<file path="src/rtl/pipe_pkg.sv">
// Shared definitions for the MEM stage: FSM state encoding, WB control bit
// positions, byte-enable patterns and the timeout counter width.
package pipe_pkg;

  typedef enum logic {
    IDLE   = 1'b0,
    ACCESS = 1'b1
  } state_t;

  localparam int WB_REGWRITE = 1;
  localparam int WB_MEMTOREG = 0;

  localparam int BE_W = 4;
  localparam logic [BE_W-1:0] BE_WORD = 4'b1111;
  localparam logic [BE_W-1:0] BE_HI   = 4'b1100;
  localparam logic [BE_W-1:0] BE_LO   = 4'b0011;

  localparam int CNT_W = 8;

endpackage

</file>
<file path="src/rtl/mem_lane_align.sv">
// Combinational lane steering: store-data replication, byte enables and
// halfword load selection with sign extension.
module mem_lane_align
  import pipe_pkg::*;
#(
  parameter int DATA_W = 32
) (
  input  logic              w_h,
  input  logic              addr_hi,
  input  logic [DATA_W-1:0] di,
  input  logic [DATA_W-1:0] rdata,
  output logic [DATA_W-1:0] wdata,
  output logic [BE_W-1:0]   be,
  output logic [DATA_W-1:0] rdata_ext
);

  localparam int HALF_W = DATA_W / 2;

  logic signed [HALF_W-1:0] half_sel;

  function automatic logic signed [DATA_W-1:0] sext_half(input logic signed [HALF_W-1:0] h);
    return {{HALF_W{h[HALF_W-1]}}, h};
  endfunction

  always_comb begin
    half_sel  = addr_hi ? rdata[DATA_W-1:HALF_W] : rdata[HALF_W-1:0];
    wdata     = di;
    be        = BE_WORD;
    rdata_ext = rdata;
    if (!w_h) begin
      wdata     = {2{di[HALF_W-1:0]}};
      be        = addr_hi ? BE_HI : BE_LO;
      rdata_ext = sext_half(half_sel);
    end
  end

endmodule

</file>
<file path="src/rtl/mem_access_stage.sv">
// MEM pipeline stage: issues loads/stores on a req/ack bus, stalls upstream
// while an access is outstanding and owns the MEM->WB pipeline register.
module mem_access_stage
  import pipe_pkg::*;
#(
  parameter int DATA_W  = 32,
  parameter int REG_W   = 5,
  parameter int TIMEOUT = 255
) (
  input  logic              reloj,
  input  logic              resetMEM,
  input  logic              MEM_RD,
  input  logic              MEM_WR,
  input  logic              w_h,
  input  logic [1:0]        ctrl_WB_mem,
  input  logic [DATA_W-1:0] DIR,
  input  logic [DATA_W-1:0] DI,
  input  logic [REG_W-1:0]  Y_MUX_mem,
  output logic              mem_req,
  output logic              mem_we,
  output logic [DATA_W-1:0] mem_addr,
  output logic [DATA_W-1:0] mem_wdata,
  output logic [BE_W-1:0]   mem_be,
  input  logic [DATA_W-1:0] mem_rdata,
  input  logic              mem_ack,
  output logic              stall_mem,
  output logic              bus_err,
  output logic [1:0]        ctrl_WB_wb,
  output logic [DATA_W-1:0] RD_DATA_wb,
  output logic [DATA_W-1:0] ALU_wb,
  output logic [REG_W-1:0]  Y_MUX_wb
);

  localparam logic [CNT_W-1:0] CNT_MAX = CNT_W'(TIMEOUT);

  state_t           state;
  logic [CNT_W-1:0] cnt;

  logic              mem_op;
  logic              both_op;
  logic              misalign;
  logic              legal_op;
  logic              illegal_op;
  logic              in_access;
  logic              at_limit;
  logic [DATA_W-1:0] lane_wdata;
  logic [BE_W-1:0]   lane_be;
  logic [DATA_W-1:0] load_data;

  assign mem_op     = MEM_RD ^ MEM_WR;
  assign both_op    = MEM_RD & MEM_WR;
  assign misalign   = mem_op & w_h & (DIR[1:0] != 2'b00);
  assign legal_op   = mem_op & ~misalign;
  assign illegal_op = both_op | misalign;
  assign in_access  = (state == ACCESS);
  assign at_limit   = (cnt == CNT_MAX);

  mem_lane_align #(.DATA_W(DATA_W)) u_lane (
    .w_h       (w_h),
    .addr_hi   (DIR[1]),
    .di        (DI),
    .rdata     (mem_rdata),
    .wdata     (lane_wdata),
    .be        (lane_be),
    .rdata_ext (load_data)
  );

  // Request depends only on state, counter and the held EX_MEM fields, never on
  // mem_ack; holding reset also forces the bus quiet while inputs still show an op.
  always_comb begin
    mem_req   = ~resetMEM & ((~in_access & legal_op) | (in_access & ~at_limit));
    stall_mem = ~resetMEM & ((~in_access & legal_op) | (in_access & ~mem_ack & ~at_limit));
    mem_we    = mem_req & MEM_WR;
    mem_addr  = mem_req ? {DIR[DATA_W-1:2], 2'b00} : '0;
    mem_wdata = mem_req ? lane_wdata : '0;
    mem_be    = mem_req ? lane_be : '0;
  end

  // MEM -> WB stage boundary
  always_ff @(posedge reloj or posedge resetMEM) begin
    if (resetMEM) begin
      state      <= IDLE;
      cnt        <= '0;
      bus_err    <= 1'b0;
      ctrl_WB_wb <= '0;
      RD_DATA_wb <= '0;
      ALU_wb     <= '0;
      Y_MUX_wb   <= '0;
    end else begin
      case (state)
        IDLE: begin
          if (illegal_op) begin
            bus_err    <= 1'b1;
            ctrl_WB_wb <= '0;
          end else if (legal_op) begin
            state      <= ACCESS;
            cnt        <= '0;
            ctrl_WB_wb <= '0;
          end else begin
            ctrl_WB_wb <= ctrl_WB_mem;
            RD_DATA_wb <= '0;
            ALU_wb     <= DIR;
            Y_MUX_wb   <= Y_MUX_mem;
          end
        end
        ACCESS: begin
          if (mem_ack) begin
            state      <= IDLE;
            ctrl_WB_wb <= ctrl_WB_mem;
            RD_DATA_wb <= MEM_RD ? load_data : '0;
            ALU_wb     <= DIR;
            Y_MUX_wb   <= Y_MUX_mem;
          end else if (at_limit) begin
            state      <= IDLE;
            bus_err    <= 1'b1;
            ctrl_WB_wb <= '0;
          end else begin
            cnt        <= cnt + 1'b1;
            ctrl_WB_wb <= '0;
          end
        end
        default: state <= IDLE;
      endcase
    end
  end

endmodule

</file>
<file path="config.mk">
export PLATFORM = sky130hd
export DESIGN_NAME = mem_access_stage
export DESIGN_NICKNAME = d
export VERILOG_FILES = /design/src/rtl/pipe_pkg.sv /design/src/rtl/mem_lane_align.sv /design/src/rtl/mem_access_stage.sv
export SDC_FILE = /design/constraint.sdc
export NUM_CORES = 1
export LEC_CHECK = 0
export CORE_UTILIZATION = 36
export DETAILED_ROUTE_END_ITERATION = 10
export PLACE_DENSITY = 0.78
export SETUP_SLACK_MARGIN = 0.1
export SYNTH_ARGS = -nofsm -noshare
export SYNTH_HDL_FRONTEND = slang
export SYNTH_HIERARCHICAL = 1
export SYNTH_SLANG_ARGS = --single-unit
</file>
<file path="constraint.sdc">
create_clock -name reloj -period 2.7 [get_ports reloj]
set_clock_uncertainty 0.05 [all_clocks]
set_input_delay 0.54 -clock reloj [delete_from_list [all_inputs] [get_ports reloj]]
set_output_delay 0.54 -clock reloj [all_outputs]
set_load 0.01 [all_outputs]
</file>
After elaboration in Yosys (flattened, before gate mapping)
Index checks and enable logic that the tools add are counted.
W data, S select, Z words.
Storage, ports and cells
  memories: 0
  flip-flop bits (word level): 81
  input bits: 109
  memory bits (read-only): 0
  word-level logic and storage cells: 80
  bits in writable memories: 0
  bits in latches: 0
  output and inout bits: 143
Cells by class
  shift-type cells: 0
  reductions and logical operators: 4
  add/subtract/negate cells: 1
  $lt $le $gt $ge: 0
  eq/ne operators: 9
  bitwise operators: 20
  div/mod/pow operators: 0
  multipliers: 0
  muxes and demuxes: 39
Operators by type and width (number)
  $mux W32: 11
  $pmux W32 S2: 2
  $mux W8: 4
  $mux W16: 1
  $pmux W8 S2: 1
  $mux W5: 3
  $ne A2 B2 Y1 const B: 7
  $mux W4: 3
  $and A1 B1 Y1: 11
  $pmux W5 S2: 1
  $add A8 B1 Y8 const B: 1
  $eq A8 B8 Y1 const B: 1
  $mux W1: 7
  $mux W2: 3
  $reduce_and A3 Y1: 2
  $not A1 Y1: 5
  $pmux W1 S2: 2
  $pmux W2 S2: 1
  $reduce_and A4 Y1: 1
  $or A1 B1 Y1: 3
  $ne A2 B1 Y1 const B: 1
  $reduce_bool A2 Y1: 1
  $xor A1 B1 Y1: 1

Longest topological paths before layout
  depth after elaboration: 9
  gate-level depth with buffers: 7
  gate-level depth less buffers: 5

By module
Netlist, hierarchy kept.
Modules (own cells, without submodules)
  mem_access_stage: cells each 370, seq. area each 2026.9 µm², instances 1, area each 3779.9 µm²
  mem_lane_align: cells each 91, seq. area each 0.0 µm², instances 1, area each 830.8 µm²

Worst setup path before layout
Ideal clock, no wire load.
  path kind: input to output
  start: in MEM_RD
  end: out mem_wdata[10]
  arrival time: 1574 ps
  slack: 536 ps
  buffers on the path: 2
  data required time: 2110 ps
  stages: 6
  cells stage by stage: ha_1 nand3b_1 a21oi_2 buf_6 buf_6 and2_1
Between the ends
  word-level cells in the longest chain between the ends: 9
RTL lines
  from (decl): RTL line mem_access_stage.sv:12  | input logic MEM_RD,
  $xor A1 B1 Y1 (*): RTL line mem_access_stage.sv:50  | assign mem_op = MEM_RD ^ MEM_WR;
  $and A1 B1 Y1 (2 in series): RTL line mem_access_stage.sv:52  | assign misalign = mem_op & w_h & (DIR[1:0] != 2'b00);
  $not A1 Y1: RTL line mem_access_stage.sv:53  | assign legal_op = mem_op & ~misalign;
  $and A1 B1 Y1 (*): RTL line mem_access_stage.sv:53
  $and A1 B1 Y1 (*): RTL line mem_access_stage.sv:71  | mem_req = ~resetMEM & ((~in_access & legal_op) | (in_access & ~at_limit));
  $or A1 B1 Y1 (*): RTL line mem_access_stage.sv:71
  $and A1 B1 Y1 (*): RTL line mem_access_stage.sv:71
  $mux W32 (*): RTL line mem_access_stage.sv:75  | mem_wdata = mem_req ? lane_wdata : '0;
  to (decl): RTL line mem_access_stage.sv:22  | output logic [DATA_W-1:0] mem_wdata,
Mark *: on every way between the ends. The rest lies on a longest branch, timed or not.

Worst setup path in the final report
  start: reg cnt[0]
  end: out mem_wdata[28]
Between the ends
  word-level cells in the longest chain between the ends: 6
RTL lines
  from (decl): RTL line mem_access_stage.sv:37  | logic [CNT_W-1:0] cnt;
  from (signal assigned): RTL line mem_access_stage.sv:118  | cnt <= cnt + 1'b1;
  $eq A8 B8 Y1: RTL line mem_access_stage.sv:56  | assign at_limit = (cnt == CNT_MAX);
  $not A1 Y1: RTL line mem_access_stage.sv:71
  $and A1 B1 Y1: RTL line mem_access_stage.sv:71
  $or A1 B1 Y1: RTL line mem_access_stage.sv:71
  $and A1 B1 Y1: RTL line mem_access_stage.sv:71
  $mux W32: RTL line mem_access_stage.sv:75
Every way passes these cells.

==> flow_metrics.tcl <==
set metrics [dict create \
    cts_tree "yes" \
    start_util_pct 37.6 \
    async_reset_ff_share_pct 100 \
    antenna_left 0 \
    min_period_ns 2.61 \
    die_width_um 115 \
    portBuffers 249 \
    critPathCaptureType "primary output" \
    multiInputGateArea_um2 2250 \
    cp_data_arrival_time_ns 2.02 \
    critPathRequiredTime_ns 2.11 \
    powerDensity_nw_per_um2 604 \
    finalHoldViolations 0 \
    syn-mean-instance-area_um2 10.0 \
    ys_ff_latch 81 \
    status "completed" \
    yosysSeqAreaShare_pct 44.0 \
    syn2layout_area_growth_pct 64.9 \
    core_um2 12300 \
    layout.nets 819 \
    drv_cap 0 \
    irDropWorstVdd_uv 385 \
    drt_pass1_iterations 4 \
    synth_cell_types 36 \
    cts_root_buf "clkbuf_16" \
    ios 252 \
    path_max_fanout 10 \
    rows 40 \
    leakage_nw 3.46 \
    worst-setup-path-type "register to primary output" \
    vias_per_cell 4.70 \
    globalRouteOverflowTotal 0 \
    cts.sinks 81 \
    synth_edf_count 0 \
    synthTopCellsByCount "dfrtp_1 (81), nand2_1 (71), and2_1 (68), mux2_2 (61), o21ai_0 (32)" \
    seq_area_um2 2030 \
    detailed_place.area_um2 7220 \
    dieHeight_um 115 \
    cts_buffers 9 \
    grtUsageTotal_pct 20.8 \
    dpl.hpwl_mm 9.73 \
    vias 4137 \
    setup_viol 0 \
    ctsHoldBuffers 0 \
    fin_crit_sh_pct 96.8 \
    routed_wl_mm 13.9 \
    path_clk_slew_ns 0.06 \
    synth_area_leader_cell "dfrtp_1" \
    design_area_um2 7600 \
    diodes 0 \
    drt_iter0_markers 228 \
    utilization_pct 62.0 \
    grt_pass1_vias 4321 \
    max_freq_mhz 383 \
    netlist.area_leader.share_pct 44.0 \
    postSynthCellCount 461 \
    clk_latency_ns 0.33 \
    maxSlewViolCount 0 \
    layout-drive-gt1-share_pct 29.2 \
    cp-start-kind "register" \
    gp_congestion 0.806 \
    yosysMostFrequentCell "dfrtp_1" \
    rsz0062_at_grt "true" \
    antenna_found_initial 0 \
    ys.flop_type "dfrtp_1" \
    htree_num_levels 3 \
    hp-class "register to register" \
    grt_pass1_wl_mm 21.4 \
    synthTopCellsByArea "dfrtp_1 (44%), mux2_2 (15%), and2_1 (9.2%)" \
    hold-worst-slack_ns 0.431 \
    layout.cells.non_filler 881 \
    die_area_um2 13300 \
    synth_area_um2 4610 \
    fill_cells 1015 \
    wire_per_inst_um 15.8 \
    grt_max_degree 79 \
    drc_errors 0 \
    tns_ns 0 \
    placed_cells 848 \
    clk_path_buf_depth 2 \
    synth.yosys.warnings 6 \
]
## worst paths after layout
path	start	to	slack (ns)	cells past startpoint
max	cnt[0]$_DFFE_PP0P_	mem_wdata[28]	0.09	8
min	RD_DATA_wb[2]$_DFFE_PP0P_	RD_DATA_wb[2]$_DFFE_PP0P_	0.43	2
max reg2reg	in_access$_DFF_PP0_	ALU_wb[21]$_DFFE_PP0P_	0.92	5
min reg2reg	RD_DATA_wb[2]$_DFFE_PP0P_	RD_DATA_wb[2]$_DFFE_PP0P_	0.43	2
max in group asynchronous	resetMEM	in_access$_DFF_PP0_	1.43	4
min in group asynchronous	resetMEM	ALU_wb[30]$_DFFE_PP0P_	0.56	3
## state kept, by name, indices dropped and copies added, names as in the netlist
register,count
Y_MUX_wb,5
ALU_wb,32
bus_err,1
cnt,8
in_access,1
ctrl_WB_wb,2
RD_DATA_wb,32
## stage by stage
stage	power (mW)	setup WS, ns
5_1_grt	4.84	0.0320
2_1_floorplan	2.34	0.536
3_3_place_gp	3.21	-0.435
3_5_place_dp	3.26	-0.447
4_1_cts	4.63	-0.182
6_report	4.59	0.0877
## cell usage in the layout (no fill, tap or decap), types with 3 or more instances in the layout
cell,count
dlygate4sd2_1,8
o21ai_0,32
nand2_1,71
nand3_1,10
buf_6,12
mux2_4,9
nor2_1,5
and2_4,10
o21ai_1,5
dfrtp_1,80
mux2_2,61
buf_4,23
clkbuf_16,12
clkdlybuf4s50_1,175
buf_2,15
clkdlybuf4s15_1,4
clkbuf_2,36
inv_1,19
and2_1,58
buf_12,6
mux2i_1,17
nor3_1,3
## final cells by class
class | instances | share of cell area (%)
clock inverters | 5 | 0.790
multi-input cells | 309 | 29.6
well taps | 168 | 2.77
clock buffers | 11 | 3.33
flip-flops and latches | 81 | 26.7
repair buffers | 287 | 35.8
inverters | 20 | 1.04
## cell families (layout without fill, tap and decap cells)
kind of cell    Yosys count  count (layout)  share of synthesized area (%)
simple gates            166             166                           18.4
mux                      87              87                           21.5
flops                    81              81                           44.0
buf+inv                  72             323                           9.25
compound gates           52              52                           6.21
fa+ha+maj                 2               2                          0.543
other cells               1               2                         0.0813
## critical path, cell delays in order (launching register included)
cell,delay (ns)
dfrtp_1,0.39
ha_4,0.17
nand4_4,0.13
o21ai_4,0.20
a21oi_4,0.08
buf_6,0.14
clkbuf_16,0.15
and2_1,0.14
dlygate4sd2_1,0.27
## timing repair
| action | 4_1_cts | 5_1_grt |
|---|---|---|
| buffers inserted | 9 | 6 |
| setup endpoints to repair | 69 | 58 |
| pin swaps | 15 | 5 |
| gates cloned | 3 | 3 |
| resized for setup | 192 | 67 |
## per-layer routing
layer | track usage (%) | share of wire [%]
met1 | 24.6 | 41
met3 | 5.90 | 7.5
met4 | 6.15 | 0.96
met2 | 36.7 | 50
met5 | 0 | 0
## power breakdown
part	switching, mW	leakage (nW)	total [mW]	internal (mW)
Combinational	0.704	2.28	1.72	1.01
Clock	0.515	0.153	1.29	0.772
Sequential	0.149	1.03	1.59	1.44
Total	1.37	3.46	4.59	3.23
Power figures use the tool's default switching activity.
